`config.mk`:
```
export PLATFORM = sky130hd
export DESIGN_NAME = alu_byte_sequencer
export DESIGN_NICKNAME = d
export VERILOG_FILES = /design/src/rtl/alu_seq_pkg.sv /design/src/rtl/alu_byte_sequencer.sv
export SDC_FILE = /design/constraint.sdc
export NUM_CORES = 1
export LEC_CHECK = 0
export CORE_UTILIZATION = 55
export CTS_BUF_LIST = sky130_fd_sc_hd__clkbuf_8 sky130_fd_sc_hd__clkbuf_16
export DETAILED_ROUTE_END_ITERATION = 8
export DONT_BUFFER_PORTS = 1
export GPL_TIMING_DRIVEN = 1
export PLACE_DENSITY = 0.71
export SYNTH_ARGS = -nofsm -noshare
export SYNTH_HDL_FRONTEND = slang
export SYNTH_SLANG_ARGS = --single-unit
```
`constraint.sdc`:
```
create_clock -name clk -period 2.02 [get_ports clk]
set_clock_uncertainty 0.15 [all_clocks]
set_input_delay 0.505 -clock clk [delete_from_list [all_inputs] [get_ports clk]]
set_output_delay 0.505 -clock clk [all_outputs]
set_load 0.02 [all_outputs]
```
`src/rtl/alu_seq_pkg.sv`:
```
// Shared types and helpers for the byte-serial ALU sequencer.
package alu_seq_pkg;

    typedef enum logic [1:0] {
        IDLE = 2'd0,
        EXEC = 2'd1,
        DONE = 2'd2
    } seq_state_e;

    localparam logic [3:0] OP_ADD = 4'b1001;
    localparam logic [3:0] OP_SUB = 4'b0110;

    // Arithmetic ops whose carry input is active-low (cn) need the previous carry inverted.
    function automatic logic op_uses_cn(input logic [3:0] op);
        case (op)
            4'b1000, OP_ADD, 4'b1010, 4'b1101, 4'b1110: return 1'b0;
            OP_SUB:                                     return 1'b1;
            default:                                    return 1'b1;
        endcase
    endfunction

endpackage

```
`src/rtl/alu_byte_sequencer.sv`:
```
// Runs one BYTES-wide ALU operation as serial 8-bit passes, LSB first, chaining carry.
// Optional ALU_SEQ_FLAGS_EN adds registered zero/sign flags of the assembled result.
//
// state | meaning
// IDLE  | waiting for a request, req_ready high
// EXEC  | one byte pass per cycle through the external ALU
// DONE  | result held on rsp_* until rsp_ready
module alu_byte_sequencer
    import alu_seq_pkg::*;
#(
    parameter int BYTES = 2
) (
    input  logic                 clk,
    input  logic                 rst,
    input  logic                 req_valid,
    output logic                 req_ready,
    input  logic [8*BYTES-1:0]   req_a,
    input  logic [8*BYTES-1:0]   req_b,
    input  logic [3:0]           req_op,
    input  logic                 req_mode,
    input  logic                 req_cf,
    output logic                 rsp_valid,
    input  logic                 rsp_ready,
    output logic [8*BYTES-1:0]   rsp_result,
    output logic                 rsp_cf,
`ifdef ALU_SEQ_FLAGS_EN
    output logic                 rsp_zf,
    output logic                 rsp_sf,
`endif
    output logic [7:0]           alu_a,
    output logic [7:0]           alu_b,
    output logic                 alu_cf_in,
    output logic [3:0]           alu_op,
    output logic                 alu_mode,
    input  logic [7:0]           alu_out,
    input  logic                 alu_cf_out
);

    localparam int W     = 8 * BYTES;
    localparam int IDX_W = (BYTES > 1) ? $clog2(BYTES) : 1;
    localparam logic [IDX_W-1:0] LAST_IDX = IDX_W'(BYTES - 1);

    seq_state_e       state;
    logic [IDX_W-1:0] idx;
    logic [W-1:0]     a_q;
    logic [W-1:0]     b_q;
    logic [3:0]       op_q;
    logic             mode_q;
    logic             cf_q;
    logic             cf_prev;
    logic [W-1:0]     result_q;
    logic             rsp_cf_q;
    logic [W-1:0]     result_next;
    logic             exec_act;
    logic             cin;

`ifdef ALU_SEQ_FLAGS_EN
    logic zf_q;
    logic sf_q;
`endif

    always_comb begin
        result_next = result_q;
        result_next[8*idx +: 8] = alu_out;
    end

    always_ff @(posedge clk) begin
        if (rst) begin
            state    <= IDLE;
            idx      <= '0;
            a_q      <= '0;
            b_q      <= '0;
            op_q     <= '0;
            mode_q   <= 1'b0;
            cf_q     <= 1'b0;
            cf_prev  <= 1'b0;
            result_q <= '0;
            rsp_cf_q <= 1'b0;
`ifdef ALU_SEQ_FLAGS_EN
            zf_q     <= 1'b0;
            sf_q     <= 1'b0;
`endif
        end else begin
            case (state)
                IDLE: begin
                    if (req_valid) begin
                        a_q    <= req_a;
                        b_q    <= req_b;
                        op_q   <= req_op;
                        mode_q <= req_mode;
                        cf_q   <= req_cf;
                        idx    <= '0;
                        state  <= EXEC;
                    end
                end
                EXEC: begin
                    result_q <= result_next;
                    cf_prev  <= alu_cf_out;
                    if (idx == LAST_IDX) begin
                        idx      <= '0;
                        rsp_cf_q <= alu_cf_out;
`ifdef ALU_SEQ_FLAGS_EN
                        zf_q     <= (result_next == '0);
                        sf_q     <= result_next[W-1];
`endif
                        state    <= DONE;
                    end else begin
                        idx <= idx + 1'b1;
                    end
                end
                DONE: begin
                    if (rsp_ready) state <= IDLE;
                end
                default: state <= IDLE;
            endcase
        end
    end

    // Logic ops reuse the request carry on every pass; arithmetic ops chain it.
    always_comb begin
        if (idx == '0 || mode_q)  cin = cf_q;
        else if (op_uses_cn(op_q)) cin = ~cf_prev;
        else                       cin = cf_prev;
    end

    assign exec_act  = (state == EXEC) && !rst;
    assign alu_a     = exec_act ? a_q[8*idx +: 8] : 8'h00;
    assign alu_b     = exec_act ? b_q[8*idx +: 8] : 8'h00;
    assign alu_op    = exec_act ? op_q : 4'h0;
    assign alu_mode  = exec_act && mode_q;
    assign alu_cf_in = exec_act && cin;

    assign req_ready  = (state == IDLE) && !rst;
    assign rsp_valid  = (state == DONE) && !rst;
    assign rsp_result = result_q;
    assign rsp_cf     = rsp_cf_q;
`ifdef ALU_SEQ_FLAGS_EN
    assign rsp_zf     = zf_q;
    assign rsp_sf     = sf_q;
`endif

endmodule
```
; ---- Word level (Yosys, flattened, before mapping)
; Index checks and enable logic that the tools add are counted.
[totals]
register_bits = 59
output_inout_bits = 41
wordCells = 57
[op_classes]
add_sub_neg = 2
n_mux = 15
shift = 4
bitwise = 2
n_reduce_logical = 14
eq_ne = 10
[ops]
columns = op, n
row1 = $neg 4->34, 1
row2 = $shift 8x34->16 const A, 1
row3 = $shiftx 8x34->16, 1
row4 = $shiftx 16x5->8, 2
row5 = $eq 4x4->1 const B, 5
row6 = $bwmux 16, 1
row7 = $mux 8, 2
row8 = $mux 1, 6
row9 = $mux 2, 3
row10 = $ne 2x2->1 const B, 3
row11 = $pmux 2 s3, 1
row12 = $reduce_and 2->1, 3
row13 = $logic_and 1x1->1, 5
row14 = $reduce_or 5->1, 1
row15 = $mux 4, 1
row16 = $reduce_and 3->1, 1
row17 = $eq 2x1->1 const B, 1
row18 = $eq 2x2->1 const B, 1
row19 = $logic_not 2->1, 1
row20 = $not 1->1, 2
row21 = $pmux 1 s2, 1
row22 = $reduce_bool 2->1, 1
row23 = $add 1x1->1 const B, 1
row24 = $logic_not 1->1, 1
row25 = $logic_or 1x1->1, 1

; ---- Longest topological paths before layout
; Gate-level depths: netlist (run 1).
[depth]
ltp_word = 7
depth_mapped = 6

; ---- Worst setup path before layout (run 1)
; Ideal clock, no wire load.
[synth_path]
path_kind = input port to output port
from = in rst
to = out alu_cf_in
arrival_time_ns = 1.660
slack_ns = -0.295
path_stages = 5
path_buffers = 2
path_cell_list = buf_2 > or3b_1 > buf_2 > a2111o_1 > nand3_1
[synth_via]
elab_chain_cells = 3
[synth_rtl]
columns = element, line_no
row1 = from (decl), alu_byte_sequencer.sv:14  ; input logic rst,
row2 = $logic_not 1->1, alu_byte_sequencer.sv:126  ; assign exec_act = (state == EXEC) && !rst;
row3 = $logic_and 1x1->1, alu_byte_sequencer.sv:126
row4 = $logic_and 1x1->1, alu_byte_sequencer.sv:131  ; assign alu_cf_in = exec_act && cin;
row5 = to (decl), alu_byte_sequencer.sv:32  ; output logic alu_cf_in,
; No other way between the ends.

; ---- Final worst setup path (run 1)
[layout_path]
from = reg op_q[1]
to = out alu_cf_in
[layout_via]
elab_chain_cells = 7
[layout_rtl]
columns = element, line_no
row1 = from (decl), alu_byte_sequencer.sv:47  ; logic [3:0] op_q;
row2 = from (signal assigned), alu_byte_sequencer.sv:89  ; op_q <= req_op;
row3 = $eq 4x4->1, alu_seq_pkg.sv:15  ; case (op)
row4 = $reduce_or 5->1 *, alu_seq_pkg.sv:15
row5 = $mux 1 *, alu_seq_pkg.sv:15
row6 = $mux 1 *, alu_byte_sequencer.sv:121  ; if (idx == '0 || mode_q) cin = cf_q;
row7 = $mux 1 *, alu_byte_sequencer.sv:122  ; else if (op_uses_cn(op_q)) cin = ~cf_prev;
row8 = $mux 1 *, alu_byte_sequencer.sv:121
row9 = $logic_and 1x1->1 *, alu_byte_sequencer.sv:131
; Every way passes the cells marked *; elsewhere a longest branch is shown, timed or not. The select of a mux whose other input is x is not followed.

==> results of run 1 <==
state kept, by name (all words and copies together) (netlist names):
| signal | cells |
|---|---|
| a_q | 16 |
| b_q | 16 |
| rsp_result | 16 |
| op_q | 4 |
| state | 2 |
| cf_prev | 1 |
| cf_q | 1 |
| idx | 1 |
| mode_q | 1 |
| rsp_cf | 1 |
power breakdown:
| part | internal [W] | leakage, nW | switching, W |
|---|---|---|---|
| registers | 0.00124 | 0.485 | 0.0000669 |
| logic | 0.000186 | 0.680 | 0.000191 |
| clock network | 0.000530 | 0.0994 | 0.000410 |
area by class of cell:
class | count | share of cell area (%)
multi-input combinational | 172 | 45.5
sequential | 59 | 38.8
timing repair buffer | 22 | 7.86
clock buffer | 12 | 5.40
tap | 50 | 2.05
clock inverter | 3 | 0.450
placed cells by master (no fill, tap or decap):
cell      netlist  final
a2111o_1        1      1
a21boi_0        1      1
a21oi_1         2      2
and2_2          0      2
and2_4          0      3
and3b_1         1      1
buf_12          0      3
buf_4           2      9
buf_6           2     10
clkbuf_8        0     12
clkinv_2        0      2
dfxtp_1        59     55
dfxtp_2         0      4
inv_1           0      1
mux2i_1        72     64
mux2i_2         0      7
mux2i_4         0      1
nand2b_1        2      2
nand3_1         2      1
nand3_4         0      1
nand3b_1        1      1
nand4_1         1      1
nor2_1         75     59
nor2_4          0     16
nor3_1          1      1
nor3b_1         3      1
nor3b_2         1      1
nor3b_4         0      2
o21bai_1        1      1
or3b_2          2      1
or3b_4          0      2
worst min path at each step:
stage | start | slack [ns] | to | cells after the start
after global placement | a_q[5]$_SDFFE_PP0P_ | 0.32 | a_q[5]$_SDFFE_PP0P_ | 2
after CTS | rst | 0.08 | op_q[0]$_SDFFE_PP0P_ | 1
after detailed placement | a_q[8]$_SDFFE_PP0P_ | 0.34 | a_q[8]$_SDFFE_PP0P_ | 2
final | rst | 0.1 | rsp_result[3]$_SDFFE_PP0P_ | 1
after floorplan | a_q[0]$_SDFFE_PP0P_ | 0.31 | a_q[0]$_SDFFE_PP0P_ | 2
after global routing | rst | 0.08 | rsp_result[3]$_SDFFE_PP0P_ | 1
logic make-up (layout without fill, tap and decap cells):
| family | count (synthesis) | in the layout | synth area share (%) |
|---|---|---|---|
| compound gates | 5 | 5 | 1.47 |
| buf+inv | 19 | 37 | 4.21 |
| flops | 59 | 59 | 47.9 |
| mux | 72 | 72 | 29.2 |
| simple gates | 95 | 95 | 17.2 |
stage by stage:
stage,cells,instance area [µm²],total power (W),util [%]
6_report,318,3060,0.00262,73.8
3_3_place_gp,301,2680,0.00164,64.6
4_1_cts,318,3030,0.00263,73.1
2_1_floorplan,250,2570,0.00160,-
5_1_grt,318,3060,0.00274,73.8
3_5_place_dp,301,2680,0.00165,64.6
worst max-delay path: cells and delay by family, from the launching register on:
kind             cells  cell delay (ns)
flip-flops           1             0.32
AO/OA/AOI/OAI        1             0.41
AND/OR/NAND/NOR      2             0.50
routing by layer:
layer  share of wire, %  vias to the layer above  track usage [%]
li1                   -                      865                -
met1                 40                      795             25.1
met2                 51                       63             35.9
met3                8.3                        7             8.72
met4                1.1                        0             13.0
met5                  0                        -                0
timing repair:
item                       in CTS  in global routing
cloned                          1                  0
setup buffers                   1                  1
gates resized for setup        43                  9
pin swaps                      10                  3
setup endpoints to repair      22                 22
==> impl_metrics.toml, run 1 <==
[detailed_routing]
postRouteAntennaNets = 0
dr_total_vias = 1730
drtIter0Drc = 68
wl_per_cell_um = 16.7
routed_wl_um = 5310
via_per_inst = 5.44
drt_drc_violations_left = 0
drt_pass1_iterations = 4

[sta]
hold_slack_ns = 0.0976
fin_setup_tns_ns = -1.53
period_share_pct = 109
setup_ws_ns = -0.183
setup_viol = 17
rsz0062_at_grt = "yes"
tightest_slew_ns = 0.656
slew_headroom_pct = 56.1
max_freq_ghz = 0.454
hold_viol_final = 0
post-route-min-period_ns = 2.20
slew_viol_final = 0

[layout]
multi_input_area_mm2 = 0.00139
antenna_cells = 0
nNetsFinal = 315
drive_gt1_share_pct = 28.4
nFillCells = 286
areaGrowthSynthToFinish_pct = 24.0
seqCellArea_mm2 = 0.00119

[logic_synthesis]
synth_edf_count = 0
yosysSeqAreaShare_pct = 47.9
async_flop_share_pct = 0
synth-main-ff-cell = "dfxtp_1"
ys_warn_count = 0
synth.cell_area_mm2 = 0.00247
syn_nets = 301
yosysTopAreaCell = "dfxtp_1"
yosys.cell_count.top_type = "nor2_1"
synthDistinctLibCells = 22
synth-seq-cells = 59
netlist_instances = 250
synth_area_leaders = "dfxtp_1 (48%), mux2i_1 (29%), nor2_1 (11%)"
ys_top_cells_by_count = "nor2_1 (75), mux2i_1 (72), dfxtp_1 (59)"
avgSynthCellArea_um2 = 9.86
synth_top_cell_area_share_pct = 47.9

[critical_path]
worst-r2r-cell-count = 4
r2r_slack_ns = 0.26
cp_data_required_time_ns = 1.36
cp_max_fo = 2
crit_arrival_ns = 1.55
cp-startpoint = "op_q[1]$_SDFFE_PP0P_"
crit_path_top_delay_cell = "a2111o_1"
crit_chain = "or3b_4 > a2111o_1 > nand3_4"
crit_type = "register to output pin"
end_kind = "output pin"
slowest_delay_ns = 0.41
r2r_end = "rsp_result[14]$_SDFFE_PP0P_"
critical_path.startpoint_type = "register"
r2r-start = "idx$_SDFFE_PP0P_"
cp-endpoint = "alu_cf_in"

[global_routing]
grt_overflow_total = 0
grt_pass1_wl_um = 7410
grt_max_degree = 64
grt_pass1_vias = 1624
antenna_found_initial = 0
grt.total_usage_pct = 22.4

[run]
max_cap_viol_count = 0

[power_and_ir_drop]
p_leak_nw = 1.26
max-vdd-ir-drop_mv = 0.689
p_per_area_mw_per_mm2 = 858

[floorplan]
die_h_um = 69.0
fp.coreArea_mm2 = 0.00414
die_w_um = 69.0
die-area_mm2 = 0.00476
start_util_pct = 59.5
num_rows = 23
pin_count = 92

[clock_network]
cts_buffers = 9
cts_buffer_depth = 2
htreeDepth = 3
clk_latency_ns = 0.32
cts_root_buf = "clkbuf_8"
clkTransAtPathRegs_ns = 0.06
cts.sinks = 59
cts_hold_buf = 0
cts_tree = "yes"

[status]
status = "finished, violations left"
failed_checks = "setup timing"

[placed_design]
pre_cts_ws_ns = -0.0990
hpwl_um = 3450
io_buffers = 0
gp_congestion = 0.699

[worst_hold_path]
hp-class = "input port to register"
Power figures use the tool's default switching activity.
==> run 2, diff against run 1 <==
CORE_UTILIZATION = 26   (was 55)
HOLD_SLACK_MARGIN = 0.08   (was unset)
PLACE_DENSITY = 0.39   (was 0.71)
==> impl_metrics.toml, run 2 (synthesized netlist as in run 1, its figures left out) <==
[placed_design]
pre_cts_ws_ns = -0.0552
hpwl_um = 3770
gp_congestion = 0.645
detailed_place.area_mm2 = 0.00282
io_buffers = 0

[global_routing]
grt_pass1_vias = 1781
grt_max_degree = 53
grt.total_usage_pct = 13.1
antenna_found_initial = 0
grt_pass1_wl_um = 9540
grt_overflow_total = 0

[critical_path]
cp_max_fo = 2
end_kind = "output pin"
cp_num_buf_inv = 0
critical_path.startpoint_type = "register"
crit_family = "simple AND/OR/NAND/NOR gates"
crit_chain = "or3b_4 > a2111o_1 > nand3_4"
cp_data_required_time_ns = 1.36
crit_arrival_ns = 1.55
crit_path_top_delay_cell = "a2111o_1"
slowest_delay_ns = 0.41
crit_type = "register to output pin"

[detailed_routing]
drtIter0Drc = 37
dr_total_vias = 1779
drt_drc_violations_left = 0
routed_wl_um = 5950
via_per_inst = 4.55
wl_per_cell_um = 15.2
drt_pass1_iterations = 4
postRouteAntennaNets = 0

[sta]
setup_viol = 17
tightest_slew_ns = 0.318
period_share_pct = 109
slew_headroom_pct = 78.2
post-route-min-period_ns = 2.21
rsz0062_at_grt = "yes"
hold_viol_final = 0
slew_viol_final = 0
fin_setup_tns_ns = -1.15
setup_ws_ns = -0.187
max_freq_ghz = 0.453

[layout]
layout_common_cells = "mux2i_1 (68), nor2_1 (59), dfxtp_1 (53), nor2_4 (16), clkbuf_8 (12)"
nNetsFinal = 326
drive_gt1_share_pct = 31.1
antenna_cells = 0
areaGrowthSynthToFinish_pct = 36.4
design_area_mm2 = 0.00336
nFillCells = 937
final_common_cell = "mux2i_1"

[clock_network]
clkTransAtPathRegs_ns = 0.06
cts_buffers = 9
cts_tree = "yes"
cts_buffer_depth = 2
htreeDepth = 3
cts_root_buf = "clkbuf_8"
cts.sinks = 59
clk_latency_ns = 0.33

[worst_hold_path]
hp-class = "input port to register"

[floorplan]
start_util_pct = 26.8
num_rows = 35
die_h_um = 99.4
die_w_um = 99.4
fp.coreArea_mm2 = 0.00920
die-area_mm2 = 0.00988
pin_count = 92

[run]
max_cap_viol_count = 0

[power_and_ir_drop]
p_per_area_mw_per_mm2 = 856
finalPower_w = 0.00288
max-vdd-ir-drop_mv = 0.354
p_leak_nw = 1.36

[status]
status = "finished, violations left"
failed_checks = "setup timing"
[run 2: cell types whose count changed in the layout (fill, tap and decap cells not counted), sizes merged]
| cell | before | now |
|---|---|---|
| buf | 22 | 31 |
| dlygate4sd3 | 0 | 2 |
| bufinv | 0 | 1 |
| clkinvlp | 0 | 1 |
| inv | 1 | 0 |
[run 2: metal layers]
metal	up-vias	track usage, %	wire (µm)
li1	885	-	-
met1	832	15.5	2740
met2	56	21.2	2720
met3	6	5.69	409
met4	0	4.41	77
met5	-	0	0
[run 2: per-stage QoR]
step | hold slack, ns | utilization, % | std cells
final | 0.105 | 36.6 | 391
after global routing | 0.0857 | 36.6 | 391
after CTS | 0.0809 | 35.4 | 385
after detailed placement | 0.331 | 30.6 | 365
after global placement | 0.322 | 30.6 | 365
after floorplan | 0.310 | - | 250
[run 2: power breakdown]
group | switching, W | internal, W | total (W)
Combinational | 0.000217 | 0.000220 | 0.000437
Clock | 0.000472 | 0.000667 | 0.00114
Sequential | 0.0000628 | 0.00124 | 0.00130
Total | 0.000752 | 0.00213 | 0.00288
[run 2: worst paths after layout]
check	from	endpoint	slack, ns	cells past startpoint
setup / recovery	op_q[1]$_SDFFE_PP0P_	alu_cf_in	-0.19	3
hold / removal	rst	b_q[5]$_SDFFE_PP0P_	0.11	1
setup reg to reg	state[1]$_SDFFE_PP0P_	b_q[6]$_SDFFE_PP0P_	0.33	6
hold reg to reg	b_q[0]$_SDFFE_PP0P_	b_q[0]$_SDFFE_PP0P_	0.34	2
[run 2: area by class of cell]
| class | count | area, µm² | share of cell area (%) |
|---|---|---|---|
| well taps | 111 | 139 | 4.13 |
| flip-flops and latches | 59 | 1190 | 35.3 |
| multi-input cells | 172 | 1410 | 42.0 |
| clock buffers | 12 | 165 | 4.91 |
| repair buffers | 33 | 409 | 12.2 |
| clock inverters | 4 | 47.5 | 1.41 |
[run 2: what timing repair did]
| action | in CTS | in global routing |
|---|---|---|
| hold endpoints to repair | 52 | 2 |
| setup endpoints to repair | 22 | 22 |
| buffers inserted | 1 | 6 |
| hold buffers | 2 | 1 |
| pin swaps | 11 | 6 |
| cloned | 1 | 0 |
| resized for setup | 46 | 11 |
==> run 3, diff against run 2 <==
ABC_AREA = 1   (was unset)
CELL_PAD_IN_SITES_DETAIL_PLACEMENT = 1   (was unset)
CELL_PAD_IN_SITES_GLOBAL_PLACEMENT = 2   (was unset)
PLACE_DENSITY = 0.64   (was 0.39)
==> impl_metrics.toml, run 3 <==
[status]
status = "finished, violations left"
failed_checks = "setup timing"

[sta]
rsz0062_at_grt = "yes"
period_share_pct = 101
hold_viol_final = 0
post-route-min-period_ns = 2.05
setup_viol = 6
slew_viol_final = 0
tightest_slew_ns = 0.741
setup_ws_ns = -0.0272
max_freq_ghz = 0.488
fin_setup_tns_ns = -0.0756
slew_headroom_pct = 50.4

[power_and_ir_drop]
max-vdd-ir-drop_mv = 0.460
p_leak_nw = 1.17
p_per_area_mw_per_mm2 = 913

[critical_path]
crit_chain = "inv_4 > nor2_4 > nand2_4 > buf_8 > a21oi_1 > buf_4"
crit_arrival_ns = 1.39
cp_max_fo = 10
r2r_slack_ns = 0.47
worst-r2r-cell-count = 6
r2r-start = "state[0]$_SDFFE_PP0P_"
slowest_delay_ns = 0.35
end_kind = "output pin"
critical_path.startpoint_type = "register"
crit_type = "register to output pin"
crit_path_top_delay_cell = "dfxtp_2"
r2r_end = "rsp_result[10]$_SDFFE_PP0P_"
cp_data_required_time_ns = 1.36

[logic_synthesis]
yosysTopAreaCell = "dfxtp_1"
yosys.cell_count.top_type = "nor2_1"
synth_edf_count = 0
synthDistinctLibCells = 22
avgSynthCellArea_um2 = 7.33
synth-main-ff-cell = "dfxtp_1"
netlist_instances = 336
ys_warn_count = 0
synth.cell_area_mm2 = 0.00246
synth_top_cell_area_share_pct = 48.0
synth-seq-cells = 59
async_flop_share_pct = 0
yosysSeqAreaShare_pct = 48.0
synth_area_leaders = "dfxtp_1 (48%), nor2_1 (11%), nand2_1 (8.7%)"
ys_top_cells_by_count = "nor2_1 (75), dfxtp_1 (59), nand2_1 (57)"
syn_nets = 387

[global_routing]
grt_pass1_wl_um = 11900
grt_max_degree = 41
grt_overflow_total = 0
grt_pass1_vias = 2333
grt.total_usage_pct = 15.6
antenna_found_initial = 0

[floorplan]
num_rows = 35
die_h_um = 99.3
die_w_um = 99.3
start_util_pct = 26.8
pin_count = 92
fp.coreArea_mm2 = 0.00920
die-area_mm2 = 0.00986

[clock_network]
htreeDepth = 3
clk_latency_ns = 0.33
cts.sinks = 59
clkTransAtPathRegs_ns = 0.07
cts_buffer_depth = 2
cts_tree = "yes"
cts_root_buf = "clkbuf_8"
cts_buffers = 9

[layout]
layout_common_cells = "nor2_1 (72), nand2_1 (56), dfxtp_1 (56), o21ai_0 (37), a21oi_1 (29)"
final_util_pct = 33.3
antenna_cells = 0
nNetsFinal = 409
drive_gt1_share_pct = 22.3
seqCellArea_mm2 = 0.00118
nFillCells = 1125
multi_input_area_mm2 = 0.00116
design_area_mm2 = 0.00307
fin_cells = 474
areaGrowthSynthToFinish_pct = 24.5
final_common_cell = "nor2_1"

[run]
max_cap_viol_count = 0

[detailed_routing]
drt_pass1_iterations = 4
via_per_inst = 4.74
dr_total_vias = 2245
routed_wl_um = 7370
drtIter0Drc = 40
drt_drc_violations_left = 0
postRouteAntennaNets = 0
wl_per_cell_um = 15.6

[placed_design]
pre_cts_ws_ns = 0.189
detailed_place.area_mm2 = 0.00270
gp_congestion = 0.752
post-place-cells = 455
io_buffers = 0
hpwl_um = 5060

[worst_hold_path]
whs_path_depth = 2
whs_endpoint = "rsp_result[8]$_SDFFE_PP0P_"
hp-class = "input port to register"
min_from = "alu_out[0]"
[run 3: cell count changes after synthesis, sizes merged, moves of 2 or more]
cell,previous run,this run
a21oi,2,42
and2,5,0
buf,12,17
inv,0,14
mux2i,72,0
nand2,0,58
nand2b,2,0
nand3,2,21
nor3b,4,0
o21ai,0,40
or3b,3,0
[run 3: logic make-up (layout without fill, tap and decap cells)]
kind of cell,after synthesis,after routing,synth area share (%)
buffers and inverters,38,65,8.28
AOI/OAI and AO/OA,82,82,16.8
and+or+nand+nor,157,157,26.9
DFF,59,59,48.0
[run 3: where the power goes]
| group | switching (W) | leakage [nW] | internal (W) |
|---|---|---|---|
| combinational | 0.000271 | 0.584 | 0.000146 |
| sequential | 0.0000718 | 0.487 | 0.00126 |
| clock | 0.000491 | 0.0950 | 0.000564 |
[run 3: worst max-delay path: cells and delay by family (launching register included)]
kind | cells | cell delay [ns]
AOI/OAI and AO/OA | 1 | 0.13
and+or+nand+nor | 2 | 0.21
buffers and inverters | 3 | 0.36
DFF | 1 | 0.35
[run 3: layout make-up]
| type | instances | area share, % |
|---|---|---|
| sequential | 59 | 38.6 |
| multi-input combinational | 239 | 37.9 |
| timing repair buffer | 34 | 10.6 |
| tap | 111 | 4.53 |
| clock buffer | 9 | 4.04 |
| clock inverter | 7 | 2.24 |
| inverter | 15 | 2.08 |
[run 3: worst max path at each step]
stage	start	end	cells past startpoint
after floorplan	rst	alu_a[0]	4
after global placement	idx$_SDFFE_PP0P_	alu_b[7]	4
after detailed placement	idx$_SDFFE_PP0P_	alu_b[7]	4
after CTS	state[0]$_SDFFE_PP0P_	alu_a[6]	6
after global routing	state[0]$_SDFFE_PP0P_	alu_cf_in	7
final	state[0]$_SDFFE_PP0P_	alu_a[6]	6
[run 3: timing repair]
| item | CTS | global route |
|---|---|---|
| hold endpoints to repair | 19 | 0 |
| pin swaps | 0 | 0 |
| cloned | 1 | 0 |
| gates resized for setup | 27 | 15 |
| buffers inserted | 1 | 0 |
| hold buffers | 1 | 0 |
| endpoints found under the setup margin | 22 | 22 |
[run 3: routing by layer]
metal | up-vias | track usage, % | routed length [µm]
met2 | 61 | 25.5 | 3430
met5 | - | 0 | 0
met3 | 6 | 5.62 | 446
li1 | 1127 | - | -
met1 | 1051 | 19.3 | 3420
met4 | 0 | 4.75 | 76
[run 3: through the flow]
stage               total power (W)  hold slack [ns]
floorplan                   0.00164            0.294
global placement            0.00172            0.306
global route                0.00297            0.150
CTS                         0.00283            0.151
finish                      0.00280            0.167
detailed placement          0.00173            0.316
